`config.mk`:
```
export PLATFORM = sky130hd
export DESIGN_NAME = duck_palette_sched
export DESIGN_NICKNAME = d
export VERILOG_FILES = /design/src/rtl/duck_gfx_pkg.sv /design/src/rtl/duck_flash_timer.sv /design/src/rtl/duck_palette_sched.sv
export SDC_FILE = /design/constraint.sdc
export NUM_CORES = 1
export LEC_CHECK = 0
export CAP_MARGIN = 20
export CORE_MARGIN = 2
export CORE_UTILIZATION = 46
export CTS_CLUSTER_SIZE = 30
export DETAILED_ROUTE_END_ITERATION = 6
export GPL_TIMING_DRIVEN = 0
export HOLD_SLACK_MARGIN = 0.12
export PLACE_DENSITY = 0.78
export SLEW_MARGIN = 20
export SYNTH_ARGS = -nofsm -noshare
export SYNTH_HDL_FRONTEND = slang
export SYNTH_SLANG_ARGS = --single-unit
```
`constraint.sdc`:
```
create_clock -name i_clk -period 2.65 [get_ports i_clk]
set_input_delay 0.53 -clock i_clk [delete_from_list [all_inputs] [get_ports i_clk]]
set_output_delay 0.53 -clock i_clk [all_outputs]
set_load 0.01 [all_outputs]
```
`src/rtl/duck_gfx_pkg.sv`:
```
// Shared types and constants for the duck graphics pipeline: palette index,
// 12-bit RGB colour and the palette scheduler state encoding.
package duck_gfx_pkg;

  typedef logic [3:0] pal_index_t;

  typedef struct packed {
    logic [3:0] r;
    logic [3:0] g;
    logic [3:0] b;
  } rgb444_t;

  localparam pal_index_t PAL_BG    = 4'd0;
  localparam pal_index_t PAL_WHITE = 4'd2;

  typedef enum logic [1:0] {
    ST_IDLE,
    ST_SCAN,
    ST_LOOKUP,
    ST_WAIT
  } sched_state_t;

endpackage

```
`src/rtl/duck_flash_timer.sv`:
```
// Hit-flash pixel counter: a trigger loads FLASH_PIXELS, each finished pixel
// counts down to zero. Only used when DUCK_FLASH_EN is defined.
module duck_flash_timer #(
  parameter logic [15:0] FLASH_PIXELS = 16'd4096
) (
  input  logic i_clk,
  input  logic i_rst_n,
  input  logic i_trig,
  input  logic i_dec,
  output logic o_active
);

  logic [15:0] r_count;

  // A trigger beats a simultaneous decrement so a retrigger always restarts the flash.
  always_ff @(posedge i_clk or negedge i_rst_n) begin
    if (!i_rst_n) begin
      r_count <= '0;
    end else if (i_trig) begin
      r_count <= FLASH_PIXELS;
    end else if (i_dec && (r_count != 16'd0)) begin
      r_count <= r_count - 16'd1;
    end
  end

  assign o_active = (r_count != 16'd0);

endmodule

```
`src/rtl/duck_palette_sched.sv`:
```
// Per-pixel scheduler sharing one synchronous palette ROM among sprite layers.
// Optional hit-flash white remap is enabled with the DUCK_FLASH_EN macro.
module duck_palette_sched
  import duck_gfx_pkg::*;
#(
  parameter int NUM_LAYERS = 4
`ifdef DUCK_FLASH_EN
  , parameter logic [15:0] FLASH_PIXELS = 16'd4096
`endif
) (
  input  logic                    i_clk,
  input  logic                    i_rst_n,
`ifdef DUCK_FLASH_EN
  input  logic                    i_flash_trig,
`endif
  input  logic                    i_pix_req,
  input  logic [NUM_LAYERS-1:0]   i_layer_valid,
  input  logic [4*NUM_LAYERS-1:0] i_layer_index,
  output logic [3:0]              o_pal_index,
  input  logic [3:0]              i_pal_red,
  input  logic [3:0]              i_pal_green,
  input  logic [3:0]              i_pal_blue,
  output logic [3:0]              o_red,
  output logic [3:0]              o_green,
  output logic [3:0]              o_blue,
  output logic                    o_rgb_valid,
  output logic                    o_busy
);

  localparam int PTR_W = (NUM_LAYERS > 1) ? $clog2(NUM_LAYERS) : 1;
  localparam logic [PTR_W-1:0] LAST_PTR = PTR_W'(NUM_LAYERS - 1);

  sched_state_t            r_state;
  sched_state_t            w_next;
  logic [PTR_W-1:0]        r_ptr;
  logic [NUM_LAYERS-1:0]   r_valid;
  logic [4*NUM_LAYERS-1:0] r_index;
  pal_index_t              r_pal_index;
  rgb444_t                 r_rgb;
  logic                    r_rgb_valid;

  pal_index_t w_cur_index;
  pal_index_t w_load_index;
  logic       w_hit;
  logic       w_accept;
  logic       w_load;
  logic       w_done;
  logic       w_flash_active;

  assign w_cur_index = r_index[4*r_ptr +: 4];
  assign w_hit       = r_valid[r_ptr] && (w_cur_index != PAL_BG);

`ifdef DUCK_FLASH_EN
  duck_flash_timer #(
    .FLASH_PIXELS(FLASH_PIXELS)
  ) u_flash (
    .i_clk    (i_clk),
    .i_rst_n  (i_rst_n),
    .i_trig   (i_flash_trig),
    .i_dec    (w_done),
    .o_active (w_flash_active)
  );
`else
  assign w_flash_active = 1'b0;
`endif

  always_ff @(posedge i_clk or negedge i_rst_n) begin
    if (!i_rst_n) begin
      r_state <= ST_IDLE;
    end else begin
      r_state <= w_next;
    end
  end

  // Background never gets the flash remap; only real hits turn white.
  always_comb begin
    w_next       = r_state;
    w_accept     = 1'b0;
    w_load       = 1'b0;
    w_load_index = PAL_BG;
    w_done       = 1'b0;
    case (r_state)
      ST_IDLE: begin
        if (i_pix_req) begin
          w_accept = 1'b1;
          w_next   = ST_SCAN;
        end
      end
      ST_SCAN: begin
        if (w_hit) begin
          w_load       = 1'b1;
          w_load_index = w_flash_active ? PAL_WHITE : w_cur_index;
          w_next       = ST_LOOKUP;
        end else if (r_ptr == LAST_PTR) begin
          w_load = 1'b1;
          w_next = ST_LOOKUP;
        end
      end
      ST_LOOKUP: w_next = ST_WAIT;
      ST_WAIT: begin
        w_done = 1'b1;
        w_next = ST_IDLE;
      end
      default: w_next = ST_IDLE;
    endcase
  end

  always_ff @(posedge i_clk or negedge i_rst_n) begin
    if (!i_rst_n) begin
      r_ptr       <= '0;
      r_valid     <= '0;
      r_index     <= '0;
      r_pal_index <= PAL_BG;
      r_rgb       <= '0;
      r_rgb_valid <= 1'b0;
    end else begin
      r_rgb_valid <= w_done;
      if (w_accept) begin
        r_valid <= i_layer_valid;
        r_index <= i_layer_index;
        r_ptr   <= '0;
      end else if ((r_state == ST_SCAN) && !w_load) begin
        r_ptr <= r_ptr + PTR_W'(1);
      end
      if (w_load) begin
        r_pal_index <= w_load_index;
      end
      if (w_done) begin
        r_rgb <= {i_pal_red, i_pal_green, i_pal_blue};
      end
    end
  end

  assign o_pal_index = r_pal_index;
  assign o_red       = r_rgb.r;
  assign o_green     = r_rgb.g;
  assign o_blue      = r_rgb.b;
  assign o_rgb_valid = r_rgb_valid;
  assign o_busy      = (r_state != ST_IDLE);

endmodule

```
# Yosys cells after proc, flatten, opt, wreduce, memory -nomap -nowiden
# Index checks and enable logic that the tools add are counted.
[word_totals]
out_inout_bits = 18
in_bits = 35
regBits = 41
[op_classes]
n_eq_ne = 6
n_shift = 1
n_lt_le_gt_ge = 1
mux = 16
add_sub_neg = 1
n_reduce_logical = 8
[ops]
columns = ["op", "count"]
rows = [
  ["$shiftx A16 B5 Y4", 1],
  ["$mux W2", 5],
  ["$mux W4", 2],
  ["$pmux W2 S4", 1],
  ["$mux W1", 7],
  ["$eq A2 B2 Y1 const B", 3],
  ["$reduce_bool A2 Y1", 2],
  ["$reduce_bool A4 Y1", 1],
  ["$lt A2 B3 Y1 const B", 1],
  ["$ne A3 B3 Y1 const B", 1],
  ["$add A2 B1 Y2 const B", 1],
  ["$bmux W1 S2", 1],
  ["$eq A2 B1 Y1 const B", 1],
  ["$logic_and A1 B1 Y1", 2],
  ["$logic_not A2 Y1", 1],
  ["$ne A2 B2 Y1 const B", 1],
  ["$reduce_and A2 Y1", 1],
  ["$logic_not A1 Y1", 1],
]

# Depth between registers and ports, before layout
# Gate-level depths: netlist of run 1.
[logic_depth]
word_depth = 9
mapped_depth = 6
depth_no_buf = 5

# Worst setup path before layout of run 1
# Ideal clock, no wire load.
[synth_timing]
kind = "reg-to-reg"
from = "register r_ptr[0]"
to = "register r_state[1]"
required_ns = 2.525
t_arrival_ns = 1.841
n_path_buf = 1
stages_incl_launch_ff = 6
slack_ns = 0.684
setup_time_ns = 0.125
cell_sequence = "dfrtp_1 -> buf_6 -> mux4_2 -> o41ai_4 -> a2bb2oi_2 -> mux2_4"
[synth_between]
elab_chain_cells = 5
word_cells_on_any_way = 10
cone_classes = "2 x eq/ne; 1 x shift; 4 x mux; 3 x reduce/logical"
[synth_rtl]
columns = ["item", "line_no", "source"]
rows = [
  ["from (decl)", "duck_palette_sched.sv:35", "logic [PTR_W-1:0] r_ptr;"],
  ["from (signal assigned)", "duck_palette_sched.sv:123", "r_ptr <= r_ptr + PTR_W'(1);"],
  ["$shiftx A16 B5 Y4 / $bmux W1 S2 (equally long branches)", "duck_palette_sched.sv:50, duck_palette_sched.sv:51", ""],
  ["$reduce_bool A4 Y1 / $mux W1 (equally long branches)", "duck_palette_sched.sv:51", "assign w_hit = r_valid[r_ptr] && (w_cur_index != PAL_BG);"],
  ["$logic_and A1 B1 Y1", "duck_palette_sched.sv:51", ""],
  ["$mux W2 / $ne A3 B3 Y1 (equally long branches)", "-", ""],
  ["$pmux W2 S4 / $reduce_and A2 Y1 (equally long branches)", "-", ""],
  ["to (signal assigned)", "duck_palette_sched.sv:71", "r_state <= w_next;"],
  ["to (decl)", "duck_palette_sched.sv:33", "sched_state_t r_state;"],
]
# Several ways; a longest one is shown, not always the timed one. The select of a mux whose other input is x is not followed.
# A chain may end at the register's enable or synchronous reset.

# Final worst setup path of run 1
[layout_timing]
from = "register r_state[0]"
to = "output port o_busy"
[layout_between]
elab_chain_cells = 1
[layout_rtl]
columns = ["item", "line_no", "source"]
rows = [
  ["$reduce_bool A2 Y1", "duck_palette_sched.sv:139", "assign o_busy = (r_state != ST_IDLE);"],
  ["to (decl)", "duck_palette_sched.sv:27", "output logic o_busy"],
]
# No other way between the ends.

==> results by group, run 1 <==
Outcome
  – Outcome: finished, final reports clean

STA
  – Max Fclk: 465 MHz
  – Finish-stage setup viols: 0
  – Actual slew at the worst max-slew pin: 0.557 ns
  – Final Skew: 0.0103 ns
  – RSZ-0062 raised after global routing: false
  – Slew HR: 62.9%
  – Final Slew Violations: 0
  – Tmin final: 2.15 ns
  – Fin. Hold Viols: 0
  – Setup Total Neg Slack: 0 ns
  – Period utilisation layout: 81.1%

Pwr
  – Switching pwr: 0.967 mW
  – Internal: 2.00 mW
  – VDD IR-drop max: 0.000538 V
  – Final Total Pwr: 2.97 mW
  – Switching Share: 32.6%
  – Static Leak: 1.06 nW
  – Logic pwr share: 48.4%
  – Power per standard cell area: 1190 nW/um^2
  – Clk pwr share: 13.8%
  – Power share of the sequential group: 37.9%

Detailed routing
  – Vias: 1155
  – Drt first pass iters: 4
  – DR WL/cell: 16.1 um
  – Final wirelength: 3530 um
  – Final ANT Viol Nets: 0
  – Drt drc: 0
  – DR iter-0 viols: 38
  – Via/cell ratio: 5.27

Worst setup path
  – Reg2reg path depth: 5
  – Crit path kind: reg -> out
  – Worst setup path end: o_busy
  – Reg2reg end: r_state[1]
  – Reg2reg setup slack: 0.55 ns
  – Worst EP required: 2.12 ns
  – CP startpoint kind: flip-flop
  – CP max FO: 4
  – CP arrival: 1.62 ns
  – Worst R2R Start: r_ptr[0]
  – Critical Path Sink Type: primary output
  – Critical Path Start: r_state[0]

Floorplanning
  – DIE AREA: 4440 sq um
  – Die width: 66.6 um
  – Cell Rows: 22
  – Io pins: 53
  – Initial Utilization: 48.6%
  – Core area: 3720 sq um
  – Die H: 66.6 um

Final layout
  – Layout cells sized above 1: 29.8%
  – Final nets: 212
  – Area grow syn2layout: 37.8%
  – # diodes: 0

Clocking
  – H-Tree Depth: 2
  – CTS tree: built
  – CTS hold repair buffers: 0
  – # clock sinks: 41
  – Clk Latency, worst-skew pair: 0.30 ns
  – Post-cts resize count: 0
  – Clock Root Buffer: clkbuf_8
  – Postcts setup bufs: 0
  – CTS max path bufs: 2
  – CTS Buf Count: 5
  – Clk slew on worst S/H paths: 0.08 ns

Run
  – Total of max-cap violations: 0

Yosys
  – Area leader, netlist: dfrtp_1
  – Post-synth top area share: 56.9%
  – Syn nets: 152
  – Number of synthesized flops with an enable pin: 0
  – Synth top area cells: dfrtp_1, mux2_2, ha_1
  – Async set-or-reset flop fraction in the synthesized netlist: 100%
  – Sequential share of the synthesized area: 56.9%
  – Post-Synthesis Cells: 111
  – Main flop type after synthesis: dfrtp_1
  – Ys Warns: 0
  – Post-Syn Area: 1800 sq um
  – Post-Syn Area per Cell: 16.3 sq um
  – Library cells used by synthesis: 25
  – Seq cells post-synth: 41

Global routing
  – GRT Total Usage: 18.5%
  – Initial antenna violation count: 0
  – Global-route wire length before repair: 5770 um
  – Vias in the first global route: 1182
  – Overflow after GRT: 0
  – Largest net degree at the start of global routing: 30

Placement
  – Port Buffer Count: 52
  – Gpl congestion: 0.769
  – DP HPWL: 2740 um

Min path
  – Hold crit path type: in -> async
## cells in the final DEF, fill, tap and decap left out, types with 2 or more instances in the layout
| cell | instances |
|---|---|
| clkdlybuf4s50_1 | 51 |
| dfrtp_1 | 41 |
| mux2_2 | 32 |
| ha_1 | 6 |
| clkbuf_8 | 6 |
| inv_1 | 3 |
| buf_1 | 3 |
| mux4_2 | 3 |
| a32o_2 | 3 |
| mux4_1 | 2 |
| nand2_1 | 2 |
## metal layers
| layer | vias up | global-route usage (%) | part of all wire (%) |
|---|---|---|---|
| li1 | 533 | - | - |
| met1 | 580 | 22.2 | 42 |
| met2 | 32 | 28.9 | 51 |
| met3 | 10 | 5.91 | 4.3 |
| met4 | 0 | 11.0 | 3.1 |
| met5 | - | 0 | 0 |
## logic make-up (layout without fill, tap and decap cells)
| kind of cell | after synthesis | in the layout | share of synthesized area (%) |
|---|---|---|---|
| buffers and inverters | 7 | 67 | 1.87 |
| adders and majority gates | 6 | 6 | 4.16 |
| DFF | 41 | 41 | 56.9 |
| and+or+nand+nor | 7 | 7 | 2.08 |
| AOI/OAI and AO/OA | 11 | 11 | 7.00 |
| muxes | 39 | 39 | 28.0 |
## registers in the layout (all words and copies together), names as in the netlist
register and count:
r_index 16, o_green 4, r_ptr 2, o_red 4
o_rgb_valid 1, o_pal_index 4, r_valid 4, o_blue 4
r_state 2
## stage by stage
step                std cells  setup WS [ns]  hold slack (ns)  cell area [sq um]  utilization (%)
finish                    219          0.501            0.114               2490             66.9
global route              219          0.413            0.124               2490             66.9
CTS                       219          0.482            0.120               2490             66.9
detailed placement        212          0.464            0.442               2400             64.6
global placement          211          0.113            0.482               2380             64.2
floorplan                 111          0.684            0.234               1800                -
## cell type report
cell class	count	area, sq um
Timing Repair Buffer	53	536
Multi-Input combinational cell	63	744
Sequential cell	41	1030
Buffer	4	22.5
Tap cell	48	60.1
Inverter	3	11.3
Clock buffer	7	86.3
Fill cell	279	1230
## worst min-delay path by stage
stage                endpoint  slack [ns]  cells after the start
2_1_floorplan       o_blue[0]        0.23                      0
3_3_place_gp   o_pal_index[0]        0.48                      1
3_5_place_dp       o_green[0]        0.44                      1
4_1_cts        o_pal_index[1]        0.12                      1
5_1_grt        o_pal_index[1]        0.12                      1
6_report       o_pal_index[1]        0.11                      1
## Yosys cell counts (all sizes together) (2+ instances only)
cell / count
o21ai: 2
inv: 3
mux2: 33
dfrtp: 41
a32o: 4
buf: 4
mux4: 5
ha: 6
nand2: 2
## worst max-delay path: stages (launching register included)
cell and delay [ns]:
dfrtp_1 0.39, inv_1 0.10, ha_1 0.22, inv_1 0.08
clkdlybuf4s50_1 0.53
## power by group through the flow
| stage | clock [mW] | sequential (mW) | combinational (mW) |
|---|---|---|---|
| 3_5_place_dp | 0 | 1.14 | 1.45 |
| 2_1_floorplan | 0 | 1.15 | 0.883 |
| 4_1_cts | 0.420 | 1.13 | 1.45 |
| 5_1_grt | 0.454 | 1.16 | 1.55 |
| 6_report | 0.409 | 1.12 | 1.43 |
| 3_3_place_gp | 0 | 1.11 | 1.38 |
Power figures use the tool's default switching activity.
==> inputs of run 2 (changes only) <==
--- a/config.mk
+++ b/config.mk
@@ -7,12 +7,12 @@
 export LEC_CHECK = 0
 export CAP_MARGIN = 20
 export CORE_MARGIN = 2
-export CORE_UTILIZATION = 46
+export CORE_UTILIZATION = 42
 export CTS_CLUSTER_SIZE = 30
 export DETAILED_ROUTE_END_ITERATION = 6
 export GPL_TIMING_DRIVEN = 0
 export HOLD_SLACK_MARGIN = 0.12
-export PLACE_DENSITY = 0.78
+export PLACE_DENSITY = 0.75
 export SLEW_MARGIN = 20
 export SYNTH_ARGS = -nofsm -noshare
 export SYNTH_HDL_FRONTEND = slang
==> constraint.sdc (replaced) <==
create_clock -name i_clk -period 1.73 [get_ports i_clk]
set_input_delay 0.346 -clock i_clk [delete_from_list [all_inputs] [get_ports i_clk]]
set_output_delay 0.346 -clock i_clk [all_outputs]
set_load 0.01 [all_outputs]
==> results by group, run 2 (synthesized netlist as in run 1, its figures left out) <==
Worst setup path
  – Worst path slowest cell: mux4_2
  – CP startpoint kind: flip-flop
  – Worst EP required: 1.91 ns (-0.21 ns)
  – CP max FO: 6 (+2)
  – CP arrival: 2.30 ns (+0.68 ns)
  – CP bufs+invs: 1 (-2)
  – Crit path kind: reg -> reg
  – Delay of the slowest critical-path stage: 0.58 ns (+0.05 ns)
  – Critical path's top delay family: multiplexers
  – Crit-path cells: buf_6 -> mux4_2 -> o41ai_4 -> a2bb2oi_2 -> mux2_4
  – Critical Path Sink Type: flip-flop

STA
  – Final Slew Violations: 0 (unchanged)
  – Tmin final: 2.12 ns
  – RSZ-0062 raised after global routing: true
  – Period utilisation layout: 122%
  – PnR worst setup slack: -0.388 ns (-0.889 ns)
  – Setup Total Neg Slack: -2.79 ns (-2.79 ns)
  – Actual slew at the worst max-slew pin: 0.358 ns (-0.199 ns)
  – Final Skew: 0.00748 ns (-0.00281 ns)
  – Fin. Hold Viols: 0 (unchanged)
  – Max Fclk: 472 MHz
  – Slew HR: 76.1% (+13 points)
  – Finish-stage setup viols: 8 (+8)

Pwr
  – Switching pwr: 1.54 mW (+59%)
  – Switching Share: 33.0% (+0.41 points)
  – Power share of the sequential group: 37.1% (-0.8 points)
  – Logic pwr share: 50.2% (+1.8 points)
  – Internal: 3.13 mW (+56%)
  – Static Leak: 1.10 nW (+3.8%)
  – VDD IR-drop max: 0.00101 V (+87%)
  – Final Total Pwr: 4.66 mW (+57%)
  – Power per standard cell area: 1830 nW/um^2 (+54%)
  – Clk pwr share: 12.7% (-1.1 points)

Clocking
  – Clk slew on worst S/H paths: 0.08 ns (about the same)
  – Clk Latency, worst-skew pair: 0.29 ns (about the same)
  – H-Tree Depth: 2 (unchanged)
  – CTS Buf Count: 5 (unchanged)
  – Clock Root Buffer: clkbuf_8
  – CTS tree: built
  – # clock sinks: 41 (unchanged)
  – CTS max path bufs: 2 (unchanged)

Final layout
  – Layout cells sized above 1: 36.1% (+6.3 points)
  – Commonest cells after routing, fill and taps aside: clkdlybuf4s50_1, dfrtp_1, mux2_2
  – Largest register by flop count: r_index
  – # diodes: 0 (unchanged)
  – Final nets: 220 (+3.8%)
  – Max reg flops: 16 (unchanged)
  – # fillers: 302 (+8.2%)
  – Area grow syn2layout: 41.1%
  – Most common cell after layout, fill and taps aside: clkdlybuf4s50_1
  – Final core occ: 62.8% (-4.2 points)

Placement
  – Worst slack, placed: -0.381 ns (-0.845 ns)
  – DP HPWL: 2770 um (+1.2%)
  – Port Buffer Count: 52 (unchanged)
  – Gpl congestion: 0.805 (+4.6%)

Outcome
  – Outcome: finished with violations
  – Failing checks: negative setup slack

Global routing
  – Vias in the first global route: 1314 (+11%)
  – Overflow after GRT: 0 (unchanged)
  – GRT Total Usage: 16.9% (-1.5 points)
  – Largest net degree at the start of global routing: 29 (-3.3%)
  – Global-route wire length before repair: 6410 um (+11%)
  – Initial antenna violation count: 0 (unchanged)

Floorplanning
  – Core area: 4060 sq um (+9.2%)
  – Die H: 69.5 um (+4.4%)
  – Cell Rows: 23 (+4.5%)
  – Io pins: 53 (unchanged)
  – Initial Utilization: 44.5% (-4.1 points)
  – DIE AREA: 4840 sq um (+8.9%)
  – Die width: 69.5 um (+4.4%)

Detailed routing
  – Final ANT Viol Nets: 0 (unchanged)
  – Drt first pass iters: 4 (unchanged)
  – Final wirelength: 3690 um (+4.6%)
  – Vias: 1194 (+3.4%)
  – Via/cell ratio: 5.19 (-1.6%)
  – DR iter-0 viols: 64 (+68%)
  – Drt drc: 0 (unchanged)
  – DR WL/cell: 16.1 um (-0.41%)

Run
  – Total of max-cap violations: 0 (unchanged)

Min path
  – Hold crit path type: in -> async
[run 2: repair_timing]
action / in CTS / in global routing
endpoints found under the setup margin: 26 / 20
gates resized for setup: 3 / 3
hold buffers: 1 / 0
setup buffers: 5 / 2
pin swaps: 3 / 4
hold endpoints to repair: 13 / 0
[run 2: worst paths after layout]
kind	slack, ns	startpoint	to	depth (start not counted)
max	-0.39	r_ptr[0]	r_state[1]	5
min	0.50	i_rst_n	o_blue[3]	2
max reg2reg	-0.39	r_ptr[0]	r_state[1]	5
min reg2reg	0.51	o_pal_index[3]	o_pal_index[3]	1
max in group asynchronous	0.78	i_rst_n	r_index[2]	3
min in group i_clk	0.51	o_pal_index[3]	o_pal_index[3]	1
[run 2: metal layers]
metal	track usage, %	share of wire (%)
met1	20.7	42
met2	28.2	52
met3	2.91	3.2
met4	9.80	3.3
met5	0	0
[run 2: power groups by stage]
stage / clock network (mW) / logic [mW] / registers (mW)
5_1_grt: 0.672 / 2.51 / 1.79
4_1_cts: 0.615 / 2.33 / 1.72
3_3_place_gp: 0 / 2.12 / 1.71
6_report: 0.593 / 2.34 / 1.73
2_1_floorplan: 0 / 1.36 / 1.76
3_5_place_dp: 0 / 2.22 / 1.76
[run 2: layout make-up]
type / instances / area, sq um / share of cell area [%]
Sequential cell: 41 / 1030 / 40.3
Multi-Input combinational cell: 63 / 741 / 29.1
Timing Repair Buffer: 61 / 597 / 23.4
Clock buffer: 6 / 72.6 / 2.85
Tap cell: 50 / 62.6 / 2.46
Buffer: 4 / 26.3 / 1.03
Inverter: 3 / 11.3 / 0.442
Clock inverter: 2 / 10.0 / 0.393
[run 2: metrics by stage]
stage / cell area (sq um) / instances / hold WS, ns
2_1_floorplan: 1800 / 111 / 0.0504
5_1_grt: 2550 / 230 / 0.522
3_5_place_dp: 2400 / 214 / 0.269
6_report: 2550 / 230 / 0.499
3_3_place_gp: 2380 / 213 / 0.482
4_1_cts: 2530 / 228 / 0.496
==> edit 1 (config.mk and constraints of run 2) <==
The parameter `NUM_LAYERS` goes from 4 to 16.
--- a/src/rtl/duck_palette_sched.sv
+++ b/src/rtl/duck_palette_sched.sv
@@ -3,7 +3,7 @@
 module duck_palette_sched
   import duck_gfx_pkg::*;
 #(
-  parameter int NUM_LAYERS = 4
+  parameter int NUM_LAYERS = 16
 `ifdef DUCK_FLASH_EN
   , parameter logic [15:0] FLASH_PIXELS = 16'd4096
 `endif
Interface: changed (resized i_layer_index and i_layer_valid); port bits go from 53 to 113. The function was not compared with the original's and may differ.
==> edit 1 against run 2 <==
  * The flow still finishes with violations (negative setup slack)
  * Sequential share of layout area shrank 1.5 points
  * Fmax shrank 16%
  * Synthesized area grew to 2.6 times the old value
  * Synthesized cell count grew to 2.7 times the old value
  * Setup slack lost 0.39 ns
  * Clock skew grew 0.0078 ns
  * Total power grew to 2.5 times the old value
  * Final area grew to 2.6 times the old value
  * Sequential cell count grew 62
  * Routed wire length grew to 3.0 times the old value
  * Clock power grew to 2.6 times the old value
  * Critical endpoint unchanged
  * Largest cell class unchanged
  * Largest power group unchanged
==> edit 1: results (changes against run 2) <==
| Metric | Value |
|---|---|
| Later-pin clock latency in the skew report | `0.38 ns (+0.09 ns)` |
| Critical Path Fanout Max | `8 (+2)` |
| Synth area leaders | `dfrtp_1 56%, mux2_2 24%, mux4_2 7.8%, ha_1 1.6%, a221oi_2 1.3%` |
| Worst vdd ir | `958 uV (-4.9%)` |
| Data arrival, critical path | `2.76 ns (+0.46 ns)` |
| Met3 Usage GRT | `5.68% (+2.8 points)` |
| Lkg Pwr | `2.68 nW (+140%)` |
| Post-synthesis sequential area ratio | `55.9% (-1.0 points)` |
| Failing checks | `negative setup slack` |
| H-tree depth | `3 (+1)` |
| Worst Skew | `0.0152 ns (+0.00775 ns)` |
| Vias per std cell | `5.30 (+2.1%)` |
| Vias in the first global route | `3,323 (+150%)` |
| Routed wl met2 | `5390 um (+180%)` |
| Dpl hpwl | `7340 um (+160%)` |
| Share of layout cells above drive strength 1 | `44.5% (+8.4 points)` |
| Reg-to-Reg Start | `r_ptr[1]` |
| Buffers on Ports | `112 (+120%)` |
| GR Util met2 | `31.5% (+3.3 points)` |
| Setup WS post-layout | `-0.778 ns (-0.390 ns)` |
| Final setup vio count | `10 (+2)` |
| Syn nets | `399 (+160%)` |
| WL/cell | `18.4 um (+15%)` |
| Actual slew at the worst max-slew pin | `0.658 ns (+0.300 ns)` |
| DRT iter0 DRCs | `113 (+77%)` |
| Post-CTS sizing | `42 (+39)` |
| First-pass GRT wire length | `16,900 um (+160%)` |
| Post-CTS Setup Bufs | `16 (+11)` |
| Status | `finished, violations left` |
| CTS Buf Count | `9 (+4)` |
| Synth top cells by count | `103 x dfrtp_1, 97 x mux2_2, 16 x mux4_2` |
| GPL Wtd Cong | `0.762 (-5.4%)` |
| Setup Total Neg Slack | `-7.11 ns (-4.32 ns)` |
| Total Routed Length | `10,900 um (+200%)` |
| Met3 wire length | `729 um (+520%)` |
| Pre-CTS setup slack | `-0.996 ns (-0.615 ns)` |
| Largest net degree at the start of global routing | `79 (+170%)` |
| Netlist cell types | `31 (+24%)` |
-- edit 1: changes by cell type in the layout (fill, tap and decap cells not counted), moves of 9 or more --
cell,change
mux2_2,+65
clkdlybuf4s50_1,+60
dfrtp_1,+60
buf_4,+12
mux4_2,+12
clkbuf_8,+9
-- edit 1: worst paths after layout --
check                              end  slack (ns)  cells past startpoint
max                         r_state[1]       -0.78                      7
min                         r_valid[7]        0.39                      2
max reg2reg                 r_state[1]       -0.78                      7
min reg2reg                r_index[42]        0.51                      1
max in group asynchronous  r_index[61]        0.66                      3
min in group i_clk         r_index[42]        0.51                      1
-- edit 1: kinds of logic (layout without fill, tap and decap cells) --
kind of cell               Yosys count  in the layout  share of synthesized area, %
adders and majority gates            6              6                          1.63
AOI/OAI and AO/OA                   29             30                          5.40
buffers and inverters               20            173                          2.03
DFF                                103            103                          55.9
muxes                              116            116                          32.2
and+or+nand+nor                     24             24                          2.93
-- edit 1: area by class of cell --
cell class,instances,area (um^2),area share [%]
plain buffers,17,189,2.84
clock buffers,11,151,2.28
clock inverters,5,56.3,0.847
inverters,3,11.3,0.169
multi-input cells,176,2110,31.8
flip-flops and latches,103,2580,38.8
well taps,140,175,2.63
repair buffers,137,1380,20.7
-- edit 1: critical path: stages, from the launching register on --
cell      delay (ns)
dfrtp_2         0.43
buf_8           0.16
buf_12          0.14
mux4_2          0.54
a221oi_4        0.41
a41oi_4         0.20
o22ai_2         0.18
mux2_4          0.32
-- edit 1: power by group --
group | leakage, nW | switching [mW] | internal [mW] | total, mW
clock | 0.105 | 0.809 | 0.745 | 1.55
sequential | 1.22 | 0.620 | 3.63 | 4.25
combinational | 1.35 | 2.45 | 3.58 | 6.03
total | 2.68 | 3.88 | 7.95 | 11.8
==> edit 2 (settings of run 2) <==
Without the edit above. Re-encode `sched_state_t` (4 states) as one-hot, 4 bits wide.
--- a/src/rtl/duck_gfx_pkg.sv
+++ b/src/rtl/duck_gfx_pkg.sv
@@ -13,11 +13,11 @@
   localparam pal_index_t PAL_BG    = 4'd0;
   localparam pal_index_t PAL_WHITE = 4'd2;
 
-  typedef enum logic [1:0] {
-    ST_IDLE,
-    ST_SCAN,
-    ST_LOOKUP,
-    ST_WAIT
+  typedef enum logic [3:0] {
+    ST_IDLE   = 4'b0001,
+    ST_SCAN   = 4'b0010,
+    ST_LOOKUP = 4'b0100,
+    ST_WAIT   = 4'b1000
   } sched_state_t;
 
 endpackage
Behaviour: no difference found for any inputs over 10 cycles, from zero or initial values and one cycle with i_rst_n low; not proved beyond that.
==> edit 2 against run 2 <==
  * Setup slack better by 0.15 ns
  * Synthesized area is 0.35% lower
  * Critical endpoint is now r_ptr[0]
  * Largest cell class unchanged
  * Final area increased by 0.25%
  * Count of clock-buffer cells in the layout rose by 2
  * Worst hold slack worse by 0.038 ns
  * First-iteration DRC count grew 22%
  * Synthesized cell count stayed put
  * Global-route usage is 0.98 points lower
  * The flow still finishes with violations (negative setup slack)
  * Sequential cell count grew 2
  * Total power is 16% lower
  * Routed wire length shrank 5.5%
==> edit 2: results (changes against run 2) <==
| Metric | Value |
|---|---|
| Post-synthesis register bit count | `43 (+4.9%)` |
| Sequential cell area share | `42.2% (+1.9 points)` |
| Met3 Usage GRT | `4.36% (+1.5 points)` |
| # fillers | `307 (+1.7%)` |
| Reg2reg path depth | `5 (unchanged)` |
| Routed wl met2 | `1820 um (-4.6%)` |
| Failing checks | `negative setup slack` |
| Data arrival, critical path | `2.14 ns (-0.16 ns)` |
| Relative slew slack | `53.9% (-22 points)` |
| DIE WIDTH | `69.4 um (-0.16%)` |
| Area after DPL | `0.00240 mm^2 (+0.16%)` |
| Netlist cell types | `23 (-8.0%)` |
| Worst vdd ir | `884 uV (-12%)` |
| Largest net degree at the start of global routing | `34 (+17%)` |
| Vias in the first global route | `1,279 (-2.7%)` |
| Pre-CTS setup slack | `-0.278 ns (+0.103 ns)` |
| First-pass GRT wire length | `6130 um (-4.4%)` |
| Synth top cells by count | `42 x dfrtp_1, 32 x mux2_2, 4 x inv_1, 4 x nand2_1, 4 x nor4b_1` |
| Status | `finished, violations left` |
| DRT iter0 DRCs | `78 (+22%)` |
| Non-CTS buffers | `60 (-7.7%)` |
| Post-synthesis sequential area ratio | `59.9% (+3.1 points)` |
| Total Routed Length | `3490 um (-5.5%)` |
| R2R Path End | `r_ptr[0]` |
| Grt ovf | `0 (unchanged)` |
| Final Util | `62.9% (+0.15 points)` |
| Met3 wire length | `151 um (+28%)` |
| Synth area leaders | `dfrtp_1 58%, mux2_2 20%, mux4_2 3.8%, mux4_1 2.9%, nor4b_1 1.9%` |
| Vias per std cell | `5.13 (-1.1%)` |
| Worst Skew | `0.00414 ns (-0.00333 ns)` |
| Clock network power | `0.677 mW (+14%)` |
| Setup WS post-layout | `-0.238 ns (+0.150 ns)` |
| Dpl hpwl | `2670 um (-3.7%)` |
| Syn nets | `147 (-3.3%)` |
| Root Buffer | `clkbuf_8` |
| Power Combinational | `1.58 mW (-32%)` |
| NonClk Buf Share | `23.4% (-1.0 points)` |
| GPL Wtd Cong | `0.765 (-5.0%)` |
| Fin nets | `210 (-4.5%)` |
| Share of layout cells above drive strength 1 | `35.4% (-0.68 points)` |
| Clk pwr share | `17.2% (+4.5 points)` |
| Lkg Pwr | `1.13 nW (+2.5%)` |
| GRT Total Usage | `16.0% (-0.98 points)` |
| Setup Total Neg Slack | `-1.75 ns (+1.04 ns)` |
| GR Util met2 | `27.6% (-0.64 points)` |
| Post-CTS sizing | `9 (+6)` |
| Max stage delay on crit path | `0.56 ns (-0.02 ns)` |
| Clkbuf count | `8 (+2)` |
| Met1 Use GR | `19.4% (-1.3 points)` |
| Sw frac | `29.3% (-3.7 points)` |
| Comb_multi_in | `59 (-6.3%)` |
| Post-CTS Setup Bufs | `2 (-3)` |
| Multi-input logic area | `696 um^2 (-6.1%)` |
| Inverter count | `5 (+2)` |
| Final setup vio count | `17 (+9)` |
| WL/cell | `15.5 um (-3.4%)` |
| Metal-1 WL | `1470 um (-4.8%)` |
| Worst Hold Slack | `0.461 ns (-0.0381 ns)` |
| Clock network area share | `3.92% (+0.68 points)` |
-- edit 2: kinds of logic (layout without fill, tap and decap cells) --
family	count (synthesis)	in the layout	share of synthesized area [%]
multiplexers	39	39	27.8
adder cells (fa/ha/maj)	1	1	0.696
buffers and inverters	9	73	2.78
AO/OA/AOI/OAI	7	7	4.38
AND/OR/NAND/NOR	12	12	4.38
flip-flops	43	43	59.9
-- edit 2: how the worst max path moves through the flow --
stage | cells after the start | slack (ns) | from | endpoint
finish | 5 | -0.24 | r_ptr[0] | r_ptr[0]
global route | 5 | -0.34 | r_ptr[0] | r_ptr[0]
CTS | 5 | -0.23 | r_ptr[0] | r_ptr[0]
detailed placement | 3 | -0.28 | r_state[1] | o_blue[1]
global placement | 1 | -0.67 | i_rst_n | o_pal_index[2]
floorplan | 5 | -0.09 | r_ptr[0] | r_ptr[0]
